==> config.mk <==
export PLATFORM = sky130hd
export DESIGN_NAME = alu_mp_sequencer
export DESIGN_NICKNAME = d
export VERILOG_FILES = /design/src/rtl/alu_mp_sequencer.sv
export SDC_FILE = /design/constraint.sdc
export NUM_CORES = 1
export LEC_CHECK = 0
export BUFFER_PORTS_ARGS = -buffer_cell sky130_fd_sc_hd__buf_2
export CORE_UTILIZATION = 50
export CTS_CLUSTER_SIZE = 16
export DETAILED_ROUTE_END_ITERATION = 6
export HOLD_SLACK_MARGIN = 0.08
export PLACE_DENSITY_LB_ADDON = 0.05
export SLEW_MARGIN = 20
export SYNTH_ARGS = -nofsm -noshare
export SYNTH_HDL_FRONTEND = slang
export SYNTH_SLANG_ARGS = --single-unit
==> constraint.sdc <==
create_clock -name clk -period 1.7 [get_ports clk]
set_input_delay 0.425 -clock clk [delete_from_list [all_inputs] [get_ports clk]]
set_output_delay 0.425 -clock clk [all_outputs]
set_load 0.005 [all_outputs]
==> src/rtl/alu_mp_sequencer.sv <==
// ---------------------------------------------------------------------------
// alu_mp_sequencer
//   Multi-precision add/subtract sequencer placed in front of a combinational
//   WIDTH-bit ALU. Operands of WIDTH*LIMBS bits are sent through the ALU one
//   limb per clock, least significant limb first. The ALU carry (alu_y[WIDTH])
//   is chained into the next limb by picking the carry-in variant of the
//   select code.
//
// Ports
//   clk, reset_n   clock (rising edge) / asynchronous active-low reset
//   start          request, accepted only in IDLE
//   op_sub         0: a+b, 1: a-b (computed as a + ~b + 1)
//   op_a, op_b     operands, sampled when start is accepted
//   busy           high in RUN and DONE
//   done           one-cycle pulse, result/carry_out valid
//   result         sum/difference, held until the next accepted start
//   carry_out      final carry (subtract: 1 = no borrow)
//   alu_a, alu_b   limb operands to the ALU
//   alu_select     ALU function code
//   alu_y          ALU result, [WIDTH] is the carry
// ---------------------------------------------------------------------------
module alu_mp_sequencer #(
    parameter int WIDTH = 8,
    parameter int LIMBS = 4
) (
    input  logic                   clk,
    input  logic                   reset_n,
    input  logic                   start,
    input  logic                   op_sub,
    input  logic [WIDTH*LIMBS-1:0] op_a,
    input  logic [WIDTH*LIMBS-1:0] op_b,
    output logic                   busy,
    output logic                   done,
    output logic [WIDTH*LIMBS-1:0] result,
    output logic                   carry_out,
    output logic [WIDTH-1:0]       alu_a,
    output logic [WIDTH-1:0]       alu_b,
    output logic [2:0]             alu_select,
    input  logic [WIDTH:0]         alu_y
);

    localparam int OPW = WIDTH * LIMBS;
    localparam int CW  = (LIMBS > 2) ? $clog2(LIMBS) : 1;
    localparam logic [CW-1:0] CNT_LAST = CW'(LIMBS - 1);

    typedef enum logic [1:0] {
        IDLE = 2'd0,
        RUN  = 2'd1,
        DONE = 2'd2
    } state_e;

    state_e          state_q, state_d;
    logic [CW-1:0]   cnt_q, cnt_d;
    logic            carry_q, carry_d;
    logic            sub_q, sub_d;
    logic [OPW-1:0]  a_q, a_d;
    logic [OPW-1:0]  b_q, b_d;
    logic [OPW-1:0]  res_q, res_d;
    logic            cout_q, cout_d;

    always_ff @(posedge clk or negedge reset_n) begin
        if (!reset_n) begin
            state_q <= IDLE;
            cnt_q   <= '0;
            carry_q <= 1'b0;
            sub_q   <= 1'b0;
            a_q     <= '0;
            b_q     <= '0;
            res_q   <= '0;
            cout_q  <= 1'b0;
        end else begin
            state_q <= state_d;
            cnt_q   <= cnt_d;
            carry_q <= carry_d;
            sub_q   <= sub_d;
            a_q     <= a_d;
            b_q     <= b_d;
            res_q   <= res_d;
            cout_q  <= cout_d;
        end
    end

    always_comb begin
        state_d    = state_q;
        cnt_d      = cnt_q;
        carry_d    = carry_q;
        sub_d      = sub_q;
        a_d        = a_q;
        b_d        = b_q;
        res_d      = res_q;
        cout_d     = cout_q;
        alu_a      = '0;
        alu_b      = '0;
        alu_select = 3'b000;

        unique case (state_q)
            IDLE: begin
                if (start) begin
                    a_d     = op_a;
                    b_d     = op_b;
                    sub_d   = op_sub;
                    cnt_d   = '0;
                    // Subtract starts with carry-in 1 to form the two's complement of b.
                    carry_d = op_sub;
                    state_d = RUN;
                end
            end
            RUN: begin
                alu_a = a_q[WIDTH-1:0];
                alu_b = b_q[WIDTH-1:0];
                if (sub_q) alu_select = carry_q ? 3'b101 : 3'b100;
                else       alu_select = carry_q ? 3'b011 : 3'b010;

                // Result fills from the top so that after LIMBS shifts limb 0 lands at the bottom.
                res_d   = {alu_y[WIDTH-1:0], res_q[OPW-1:WIDTH]};
                a_d     = a_q >> WIDTH;
                b_d     = b_q >> WIDTH;
                carry_d = alu_y[WIDTH];
                if (cnt_q == CNT_LAST) begin
                    cout_d  = alu_y[WIDTH];
                    state_d = DONE;
                end else begin
                    cnt_d = cnt_q + 1'b1;
                end
            end
            DONE: begin
                state_d = IDLE;
            end
            default: begin
                state_d = IDLE;
            end
        endcase
    end

    assign busy      = (state_q != IDLE);
    assign done      = (state_q == DONE);
    assign result    = res_q;
    assign carry_out = cout_q;

endmodule

## Yosys cells after proc, flatten, opt, wreduce, memory -nomap -nowiden

Index checks and enable logic that the tools add are counted.

| word-level totals | value |
|---|---|
| register bits | 103 |
| input port bits | 77 |
| output and inout port bits | 54 |
| logic and storage cells | 41 |

| cells by class | value |
|---|---|
| equal/unequal tests | 6 |
| mux-type cells | 18 |
| add/subtract/negate cells | 1 |
| reductions and logical operators | 8 |

Operators with widths:

| cell | number |
|---|---|
| $pmux W32 S2 | 2 |
| $mux W32 | 2 |
| $mux W8 | 2 |
| $mux W2 | 4 |
| $pmux W2 S2 | 2 |
| $reduce_and A2 Y1 | 4 |
| $mux W3 | 2 |
| $ne A2 B2 Y1 const B | 3 |
| $eq A2 B2 Y1 const B | 2 |
| $reduce_bool A2 Y1 | 2 |
| $mux W1 | 3 |
| $reduce_and A3 Y1 | 1 |
| $add A2 B1 Y2 const B | 1 |
| $eq A2 B1 Y1 const B | 1 |
| $logic_not A2 Y1 | 1 |
| $pmux W1 S2 | 1 |

## Depth between registers and ports, before layout

Gate-level depths: netlist (run 1).

| logic depth | value |
|---|---|
| depth in word-level cells | 3 |
| depth in mapped cells | 6 |
| mapped depth without buffers | 4 |

## Least setup slack after synthesis (run 1)

Ideal clock, no wire load.

| timing | value |
|---|---|
| path type | flip-flop to output port |
| start point | reg state_q[0] |
| end point | out alu_a[0] |
| path buffers | 2 |
| arrival time | 1.012 ns |
| path slack | 0.263 ns |
| stages on the path, launching flop included | 5 |
| data required time | 1.275 ns |
| path through | dfrtp_1 > nor2b_1 > buf_2 > clkbuf_1 > and2_1 |

| between the ends | value |
|---|---|
| word-level cells in the longest chain between the ends | 2 |

Ends and longest elaborated chain:

| item | line | text |
|---|---|---|
| start: declaration | 52 | `state_e state_q, state_d;` |
| start signal: assignment | 72 | `state_q <= state_d;` |
| $eq A2 B1 Y1 | 96 | `unique case (state_q)` |
| $mux W8 | 96 |  |
| end: declaration | 36 | `output logic [WIDTH-1:0] alu_a,` |

Every way passes these cells.

## Final worst setup path (run 1)

| timing | value |
|---|---|
| start point | reg state_q[1] |
| end point | out alu_b[4] |

| between the ends | value |
|---|---|
| word-level cells in the longest chain between the ends | 2 |

Ends and longest elaborated chain:

| item | line | text |
|---|---|---|
| $eq A2 B1 Y1 | 96 |  |
| $mux W8 | 96 |  |
| end: declaration | 37 | `output logic [WIDTH-1:0] alu_b,` |

Every way passes these cells.

==> impl_metrics.csv, run 1 <==
group,metric,value,unit
timing,tightest_slew,0.398,ns
worst_setup_path,r2r_end,"a_q[14]",
routing,via_per_inst,5.41,
floorplanning,dieArea,9950,um^2
run,drv_cap,0,
routing,wl_per_cell,15.4,um
clock_tree,clock_latency,0.36,ns
placed_design,gp_routability_congestion,0.757,
cells_and_area,final_nets,739,
yosys,avgSynthCellArea,9.01,um^2
routing,dr.first_iter.drc_count,167,
timing,period_needed,1.92,ns
global_route,grt_pass1_vias,3999,
worst_setup_path,crit_chain,"nor2b_4 -> buf_6 -> buf_12 -> and2_4 -> buf_6",
clock_tree,clock-sinks,103,
pwr,p_total,11.2,mW
global_route,grt_pass1_wl,19900,um
pwr,cellLeakagePower,3.12,nW
clock_tree,cts_tree,"yes",
outcome,status,"finished, violations left",
yosys,syn-num-nets,608,
worst_setup_path,cpMaxStageDelayCell,"dfrtp_4",
worst_setup_path,cp.required,1.27,ns
timing,fin_ws,-0.217,ns
floorplanning,rows,35,
global_route,grt.total_usage,0.254,
placed_design,hpwlAfterDp,7700,um
routing,routed_wl,12200,um
yosys,netlist_instances,530,
floorplanning,start_util,0.517,
clock_tree,clkTransAtPathRegs,0.10,ns
worst_setup_path,r2r-start,"state_q[0]",
timing,rsz0062_at_grt,"true",
timing,relSlewSlack,0.735,
routing,route.detailed.drc,0,
yosys,synth_area_leader_cell,"dfrtp_1",
timing,fin_crit_sh,1.13,
floorplanning,fp.dieW,99.7,um
cells_and_area,layout_common_cells,"nand2_1, buf_2, dfrtp_1",
floorplanning,core-area,9240,um^2
yosys,ys_seq_elements,103,
cells_and_area,syn2layout_area_growth,30.7,%
worst_setup_path,cp_max_fo,7,
worst_setup_path,worstPathArrival,1.49,ns
timing,max_freq,522,MHz
worst_setup_path,crit_path_start,"state_q[1]",
worst_setup_path,cpMostUsedCell,"buf_6",
cells_and_area,diodes,0,
yosys,synth_top_area_frac,0.540,
worst_hold_path,hp-class,"in2reg",
timing,fin_setup_tns,-3.55,ns
timing,final_hold_viol_count,0,
placed_design,port_buffers,130,
worst_setup_path,reg2reg_slack,0.07,ns
yosys,yosysSeqAreaShare,0.540,
routing,via_count,4300,
clock_tree,cts_buffers,9,
yosys,yosysWarnings,0,
clock_tree,clock_path_buffers,2,
yosys,synth.distinct_cells,22,
cells_and_area,stdcell_area,6240,um^2
outcome,violations,"setup timing",
timing,slew_violations,0,
worst_setup_path,cpPeakStageDelay,0.51,ns
clock_tree,cts_root_buffer,"clkbuf_8",
global_route,grt_max_degree,64,
routing,antenna_left,0,
floorplanning,ios,131,
global_route,globalRouteOverflowTotal,0,
timing,clock-skew-final,0.0123,ns
floorplanning,die_y,99.7,um
worst_setup_path,reg2reg_depth,7,
placed_design,dpl_cell_area,5670,um^2
pwr,irDropWorstVdd,1030,uV
timing,setup_violations,21,
worst_setup_path,startpoint_type,"flip-flop",
placed_design,preCtsSetupSlack,0.122,ns
worst_setup_path,critical_path.endpoint,"alu_b[4]",
global_route,antenna_found_initial,0,
pwr,power.density,1790,nW/um^2
yosys,syn_area,4780,um^2
cells_and_area,layout_commonest_cell,"nand2_1",
worst_setup_path,critPathCaptureType,"output port",
clock_tree,h-tree-depth,3,
routing,first_pass_iters,4,
worst_setup_path,worstSetupPathType,"reg2out",
cells_and_area,drive_gt1_frac,0.305,
yosys,synthTopCellsByArea,"dfrtp_1, nand2_1, a22oi_1",
-- where the power goes --
| part | internal [mW] | switching (mW) | total [mW] |
|---|---|---|---|
| Sequential | 3.51 | 0.801 | 4.31 |
| Clock | 0.839 | 0.853 | 1.69 |
| Combinational | 2.64 | 2.51 | 5.15 |
-- worst max-delay path: cells and delay by family (launching register included) --
kind                   cells  cell delay [ns]
buffers and inverters      3             0.34
flip-flops                 1             0.51
AND/OR/NAND/NOR            2             0.28
-- cell families (layout without fill, tap and decap cells) --
| logic type | Yosys count | after routing | synth area share |
|---|---|---|---|
| DFF | 103 | 103 | 0.540 |
| and+or+nand+nor | 290 | 290 | 0.292 |
| adders and majority gates | 1 | 1 | 0.00262 |
| buffers and inverters | 46 | 182 | 0.0432 |
| muxes | 1 | 1 | 0.00236 |
| AOI/OAI and AO/OA | 89 | 89 | 0.121 |
-- metal layers --
| metal | global-route usage | vias up | wire length (um) |
|---|---|---|---|
| li1 | - | 2069 | - |
| met1 | 0.374 | 2089 | 5610 |
| met2 | 0.399 | 129 | 5920 |
| met3 | 0.0253 | 13 | 547 |
| met4 | 0.0758 | 0 | 159 |
| met5 | 0 | - | 0 |
-- worst min path at each step --
| stage | startpoint | endpoint | slack (ns) | cells past startpoint |
|---|---|---|---|---|
| detailed placement | reset_n | a_q[4] | 0.38 | 1 |
| finish | alu_y[3] | result[27] | 0.25 | 3 |
| floorplan | reset_n | a_q[0] | 0.13 | 0 |
| CTS | alu_y[2] | result[26] | 0.24 | 3 |
| global placement | reset_n | a_q[4] | 0.37 | 1 |
| global route | alu_y[3] | result[27] | 0.26 | 3 |
-- cell usage after synthesis --
master and count:
a21bo_2 1, ha_1 1, nand3_1 50, mux2_2 1, dfrtp_1 103, buf_1 1, o21ai_0 34, nand3b_1 48
inv_1 2, nand2b_1 1, nand2_1 162, buf_2 18, a22oi_1 50, nor3_1 1, or2_2 1, and2_1 18
nor2_1 5, clkbuf_1 22, o21ai_1 2, a21oi_1 2, nor2b_1 4, buf_4 3
-- flip-flops by register name, indices dropped and copies added (netlist names) --
register,flops
state_q,2
cnt_q,2
a_q,32
result,32
sub_q,1
carry_q,1
b_q,32
carry_out,1
-- stage by stage --
stage          instances  hold WS [ns]   util
2_1_floorplan        530         0.129      -
5_1_grt              795         0.257  0.675
4_1_cts              794         0.240  0.664
3_3_place_gp         765         0.373  0.613
3_5_place_dp         765         0.377  0.613
6_report             795         0.252  0.675
-- area by class of cell --
class                      count  area, um^2
timing repair buffer         164        1200
clock inverter                 6        92.6
fill                         772        3000
multi-input combinational    381        2060
tap                          129         161
clock buffer                  10         128
sequential                   103        2580
inverter                       2        7.51
-- what timing repair did --
item / CTS / global route
gates cloned: 4 / 0
pin swaps: 5 / 0
gates resized for setup: 14 / 27
endpoints found under the hold margin: 23 / 0
setup buffers: 8 / 2
setup endpoints to repair: 20 / 23
hold buffers: 1 / 0
No activity file was read; power rests on OpenSTA's default activity.
==> inputs of run 2 (changes only) <==
Settings changed: CAP_MARGIN set to 10, CORE_UTILIZATION 50 to 47, CTS_CLUSTER_SIZE 16 to 30.
Clock period 1.7 ns to 1.6 ns, I/O delays scaled along.
==> run 2 against run 1 <==
  * The run still ends with setup timing left
  * Sequential share of layout area increased by 0.40 points
  * Count of clock-buffer cells in the layout down 1
  * Combinational power hardly changed
  * Highest routed layer unchanged
  * Die area grew 6.3%
  * Critical path depth shrank 1
  * Total power is 2.8% higher
  * Critical endpoint is now alu_select[2]
  * Largest power group unchanged
  * Clock skew fell by 0.0015 ns
  * Global-route usage fell by 1.5 points
  * First-iteration DRC count is 4.2% higher
  * Final area is 0.96% lower
  * Critical path type unchanged
==> impl_metrics.csv, run 2 (synthesis results as in run 1) <==
group,metric,value,unit
global_route,met3_usage,0.0325,
worst_setup_path,cpMaxStageDelayCell,"dfrtp_4",
global_route,grt_pass1_wl,19500,um
cells_and_area,layout_common_cells,"nand2_1, buf_2, dfrtp_1",
global_route,antenna_found_initial,0,
timing,final_hold_viol_count,0,
placed_design,port_buffers,130,
worst_hold_path,hp-class,"in2reg",
worst_setup_path,crit_family,"flip-flops",
worst_setup_path,startpoint_type,"flip-flop",
cells_and_area,stdcell_area,6180,um^2
pwr,irDropWorstVdd,923,uV
cells_and_area,diodes,0,
worst_setup_path,cp.required,1.20,ns
routing,route.detailed.drc,0,
timing,rsz0062_at_grt,"true",
pwr,power.density,1860,nW/um^2
floorplanning,dieArea,10600,um^2
routing,via_count,4336,
clock_tree,cts_buffers,9,
global_route,grt.total_usage,0.239,
global_route,grt_busiest_layer,"met2",
timing,fin_ws,-0.294,ns
routing,first_pass_iters,5,
timing,tightest_slew,0.485,ns
timing,slew_violations,0,
routing,wl_per_cell,15.3,um
routing,routed_wl,12200,um
cells_and_area,layout_commonest_cell,"nand2_1",
routing,dr.first_iter.drc_count,174,
cells_and_area,fin_util,0.629,
floorplanning,start_util,0.486,
clock_tree,h-tree-depth,3,
routing,antenna_left,0,
clock_tree,clock_path_buffers,2,
clock_tree,clock-sinks,103,
clock_tree,cts_root_buffer,"clkbuf_8",
clock_tree,clock_latency,0.37,ns
worst_setup_path,crit_buf_inv,2,
run,drv_cap,0,
worst_setup_path,worstSetupPathType,"reg2out",
timing,relSlewSlack,0.677,
routing,via_per_inst,5.43,
cells_and_area,syn2layout_area_growth,29.4,%
floorplanning,rows,36,
floorplanning,fp.dieW,103,um
floorplanning,ios,131,
timing,period_needed,1.89,ns
global_route,use_met1,0.351,
floorplanning,core-area,9820,um^2
cells_and_area,drive_gt1_frac,0.290,
timing,setup_violations,21,
timing,max_freq,528,MHz
timing,clock-skew-final,0.0108,ns
global_route,grt_max_degree,66,
outcome,status,"finished, violations left",
global_route,grt_pass1_vias,3909,
global_route,globalRouteOverflowTotal,0,
clock_tree,clkTransAtPathRegs,0.10,ns
timing,fin_crit_sh,1.18,
clock_tree,cts_tree,"yes",
worst_setup_path,critPathCaptureType,"output port",
worst_setup_path,cpPeakStageDelay,0.52,ns
placed_design,dpl_cell_area,5660,um^2
global_route,grt_use_met2,0.371,
outcome,violations,"setup timing",
worst_setup_path,worstPathArrival,1.49,ns
floorplanning,die_y,103,um
worst_setup_path,crit_chain,"nor2b_4 -> buf_12 -> and2_4 -> buf_2",
cells_and_area,final_nets,739,
pwr,cellLeakagePower,3.10,nW
placed_design,gp_routability_congestion,0.764,
placed_design,hpwlAfterDp,7590,um
worst_setup_path,cp_max_fo,11,
## run 2: cell types whose count changed in the layout (fill, tap and decap cells not counted), sizes merged
cell | previous run | this run
clkbuf | 10 | 9
bufinv | 2 | 1
clkinvlp | 2 | 1
inv | 3 | 5
buf | 160 | 159
bufbuf | 3 | 4
clkinv | 1 | 2
## run 2: through the flow
stage                     hold slack, ns  setup WS [ns]  setup TNS (ns)  total power, mW  cells
final                              0.225         -0.294           -5.61             11.5    799
after global routing               0.211         -0.330           -6.49             12.4    799
after CTS                          0.209         -0.303           -5.80             11.4    796
after detailed placement           0.199         0.0632               0             9.04    767
after global placement             0.198         0.0872               0             8.89    767
after floorplan                    0.104          0.188               0             7.20    530
## run 2: timing repair
item,4_1_cts,5_1_grt
hold endpoints to repair,64,0
cloned,4,1
pin swaps,2,2
resized for setup,6,20
endpoints found under the setup margin,21,40
hold buffers,1,0
setup buffers,8,2
## run 2: metal layers
layer | wire length, um | vias up
met2 | 5720 | 132
met1 | 5730 | 2113
met3 | 610 | 12
li1 | - | 2079
met5 | 0 | -
met4 | 150 | 0
## run 2: path summary, 6_finish.rpt
| kind | end | start | cells after the start | slack (ns) |
|---|---|---|---|---|
| worst max-delay path | alu_select[2] | state_q[1] | 4 | -0.29 |
| worst min-delay path | result[27] | alu_y[3] | 3 | 0.23 |
| worst max register to register | a_q[25] | state_q[1] | 7 | 0.07 |
| worst min register to register | result[3] | result[3] | 2 | 0.48 |
| max in group asynchronous | result[24] | reset_n | 3 | 0.61 |
| min in group asynchronous | a_q[4] | reset_n | 2 | 0.34 |
## run 2: cell type report
| cell class | instances | area [um^2] |
|---|---|---|
| Fill cell | 905 | 3640 |
| Sequential cell | 103 | 2580 |
| Clock inverter | 7 | 88.8 |
| Tap cell | 133 | 166 |
| Inverter | 2 | 7.51 |
| Clock buffer | 9 | 124 |
| Multi-Input combinational cell | 381 | 2060 |
| Timing Repair Buffer | 164 | 1150 |
## run 2: worst reg2reg max path, cell delays in order (launching register included)
cell     delay [ns]
dfrtp_4        0.52
buf_12         0.14
buf_12         0.11
buf_6          0.14
nor2b_4        0.18
buf_6          0.14
nand2_1        0.05
o21ai_0        0.17
## run 2: report_power, final
group	internal, mW	total (mW)	switching [mW]
sequential	3.73	4.56	0.830
clock	0.762	1.74	0.978
combinational	2.56	5.17	2.60
total	7.05	11.5	4.41
==> inputs of run 3 (changes only) <==
Settings changed: CORE_UTILIZATION 47 to 50.
Clock period 1.6 ns to 2.16 ns, I/O delays scaled along.
==> run 3 against run 2 <==
  * The run now ends clean
  * First-iteration DRC count is 8.0% lower
  * Sequential power is 26% lower
  * Total power is 31% lower
  * Final area is 5.3% lower
  * Via count is 4.0% lower
  * Register-to-register slack better by 0.43 ns
  * Routed wire length is 5.2% lower
  * Non-clock buffer count is 17 lower
  * Sequential cell count stayed put
  * Cell count is 2.6% lower
  * Global-route usage hardly changed
  * Critical path type unchanged
  * Largest cell class unchanged
==> impl_metrics.csv, run 3 (synthesis results as in run 1) <==
group,metric,value,unit
floorplanning,die_y,99.7,um
floorplanning,rows,35,
timing,period_needed,2.09,ns
timing,fin_crit_sh,0.970,
timing,relSlewSlack,0.625,
routing,first_pass_iters,4,
run,drv_cap,0,
timing,clock-skew-final,0.00776,ns
clock_tree,cts_root_buffer,"clkbuf_8",
clock_tree,hold_buffers,0,
floorplanning,core-area,9240,um^2
worst_setup_path,critPathCaptureType,"output port",
global_route,grt_pass1_vias,3862,
timing,setup_violations,0,
cells_and_area,layout_common_cells,"nand2_1, buf_2, dfrtp_1",
pwr,cellLeakagePower,2.95,nW
timing,tightest_slew,0.562,ns
routing,via_per_inst,5.35,
worst_setup_path,cp.required,1.62,ns
clock_tree,cts_tree,"yes",
timing,final_hold_viol_count,0,
routing,via_count,4164,
routing,antenna_left,0,
cells_and_area,ff_latch_area,2580,um^2
clock_tree,clkTransAtPathRegs,0.10,ns
cells_and_area,syn2layout_area_growth,22.5,%
placed_design,dpl_cell_area,5580,um^2
placed_design,port_buffers,130,
global_route,globalRouteOverflowTotal,0,
routing,dr.first_iter.drc_count,160,
worst_setup_path,startpoint_type,"flip-flop",
clock_tree,cts_buffers,9,
pwr,p_total,7.95,mW
global_route,grt.total_usage,0.239,
pwr,irDropWorstVdd,685,uV
outcome,status,"finished clean",
routing,wl_met1,5420,um
cells_and_area,stdcell_area,5850,um^2
routing,route.met3.wl,508,um
routing,route.detailed.drc,0,
cells_and_area,layout_commonest_cell,"nand2_1",
cells_and_area,n_fill_cell,819,
clock_tree,h-tree-depth,3,
routing,wl_per_cell,14.9,um
timing,rsz0062_at_grt,"true",
floorplanning,start_util,0.517,
global_route,grt_pass1_wl,18800,um
worst_setup_path,cpMaxStageDelayCell,"dfrtp_4",
worst_setup_path,worstPathArrival,1.55,ns
routing,routed.top_layer,"met4",
timing,fin_ws,0.0653,ns
clock_tree,clock-sinks,103,
worst_hold_path,hp-class,"in2async",
pwr,power.density,1360,nW/um^2
floorplanning,fp.dieW,99.7,um
global_route,grt_max_degree,71,
cells_and_area,multi_input_area,2020,um^2
clock_tree,clock_path_buffers,2,
clock_tree,clock_latency,0.37,ns
placed_design,hpwlAfterDp,7640,um
placed_design,gp_routability_congestion,0.784,
routing,routed_wl,11600,um
worst_setup_path,worstSetupPathType,"reg2out",
cells_and_area,diodes,0,
floorplanning,ios,131,
global_route,antenna_found_initial,0,
routing,met2_wirelength,5510,um
timing,slew_violations,0,
worst_setup_path,crit_chain,"nor2b_4 -> buf_12 -> and2_4 -> buf_2",
worst_setup_path,cpPeakStageDelay,0.54,ns
timing,max_freq,477,MHz
floorplanning,dieArea,9950,um^2
cells_and_area,final_nets,722,
placed_design,preCtsSetupSlack,0.428,ns
worst_setup_path,cp_max_fo,27,
cells_and_area,drive_gt1_frac,0.263,
==> run 3: final cells by class <==
class	instances	share of cell area
Sequential cell	103	0.441
Multi-Input combinational cell	381	0.345
Timing Repair Buffer	147	0.146
Tap cell	129	0.0276
Clock buffer	9	0.0212
Clock inverter	7	0.0180
Inverter	2	0.00128
==> run 3: worst paths after layout <==
| kind | slack [ns] | cells past startpoint | to | from |
|---|---|---|---|---|
| worst max-delay path | 0.07 | 4 | alu_a[1] | state_q[1] |
| worst min-delay path | 0.15 | 1 | a_q[4] | reset_n |
| worst max register to register | 0.50 | 5 | sub_q | state_q[1] |
| worst min register to register | 0.47 | 2 | result[3] | result[3] |
| max in group asynchronous | 1.44 | 2 | b_q[11] | reset_n |
| min in group clk | 0.36 | 3 | result[27] | alu_y[3] |
==> run 3: repair_timing <==
item,4_1_cts,5_1_grt
buffers inserted,0,1
endpoints found under the setup margin,0,18
resized for setup,0,3
==> run 3: routing by layer <==
layer	global-route usage	vias up
met5	0	-
met4	0.0690	0
met3	0.0372	12
met2	0.380	109
met1	0.339	2010
li1	-	2033
==> run 3: worst max-delay path: cells and delay by family, from the launching register on <==
kind	cells	cell delay (ns)
DFF	1	0.54
and+or+nand+nor	2	0.35
buffers and inverters	2	0.29
==> run 3: report_power, final <==
group / switching [mW] / internal (mW)
Clock: 0.700 / 0.669
Sequential: 0.606 / 2.76
Combinational: 1.80 / 1.42
==> run 3: through the flow <==
stage	TNS, ns	hold slack [ns]	cells	util
3_3_place_gp	0	0.454	760	0.604
5_1_grt	-0.00808	0.167	778	0.633
3_5_place_dp	0	0.459	760	0.604
6_report	0	0.146	778	0.633
2_1_floorplan	0	0.244	530	-
4_1_cts	0	0.160	776	0.629
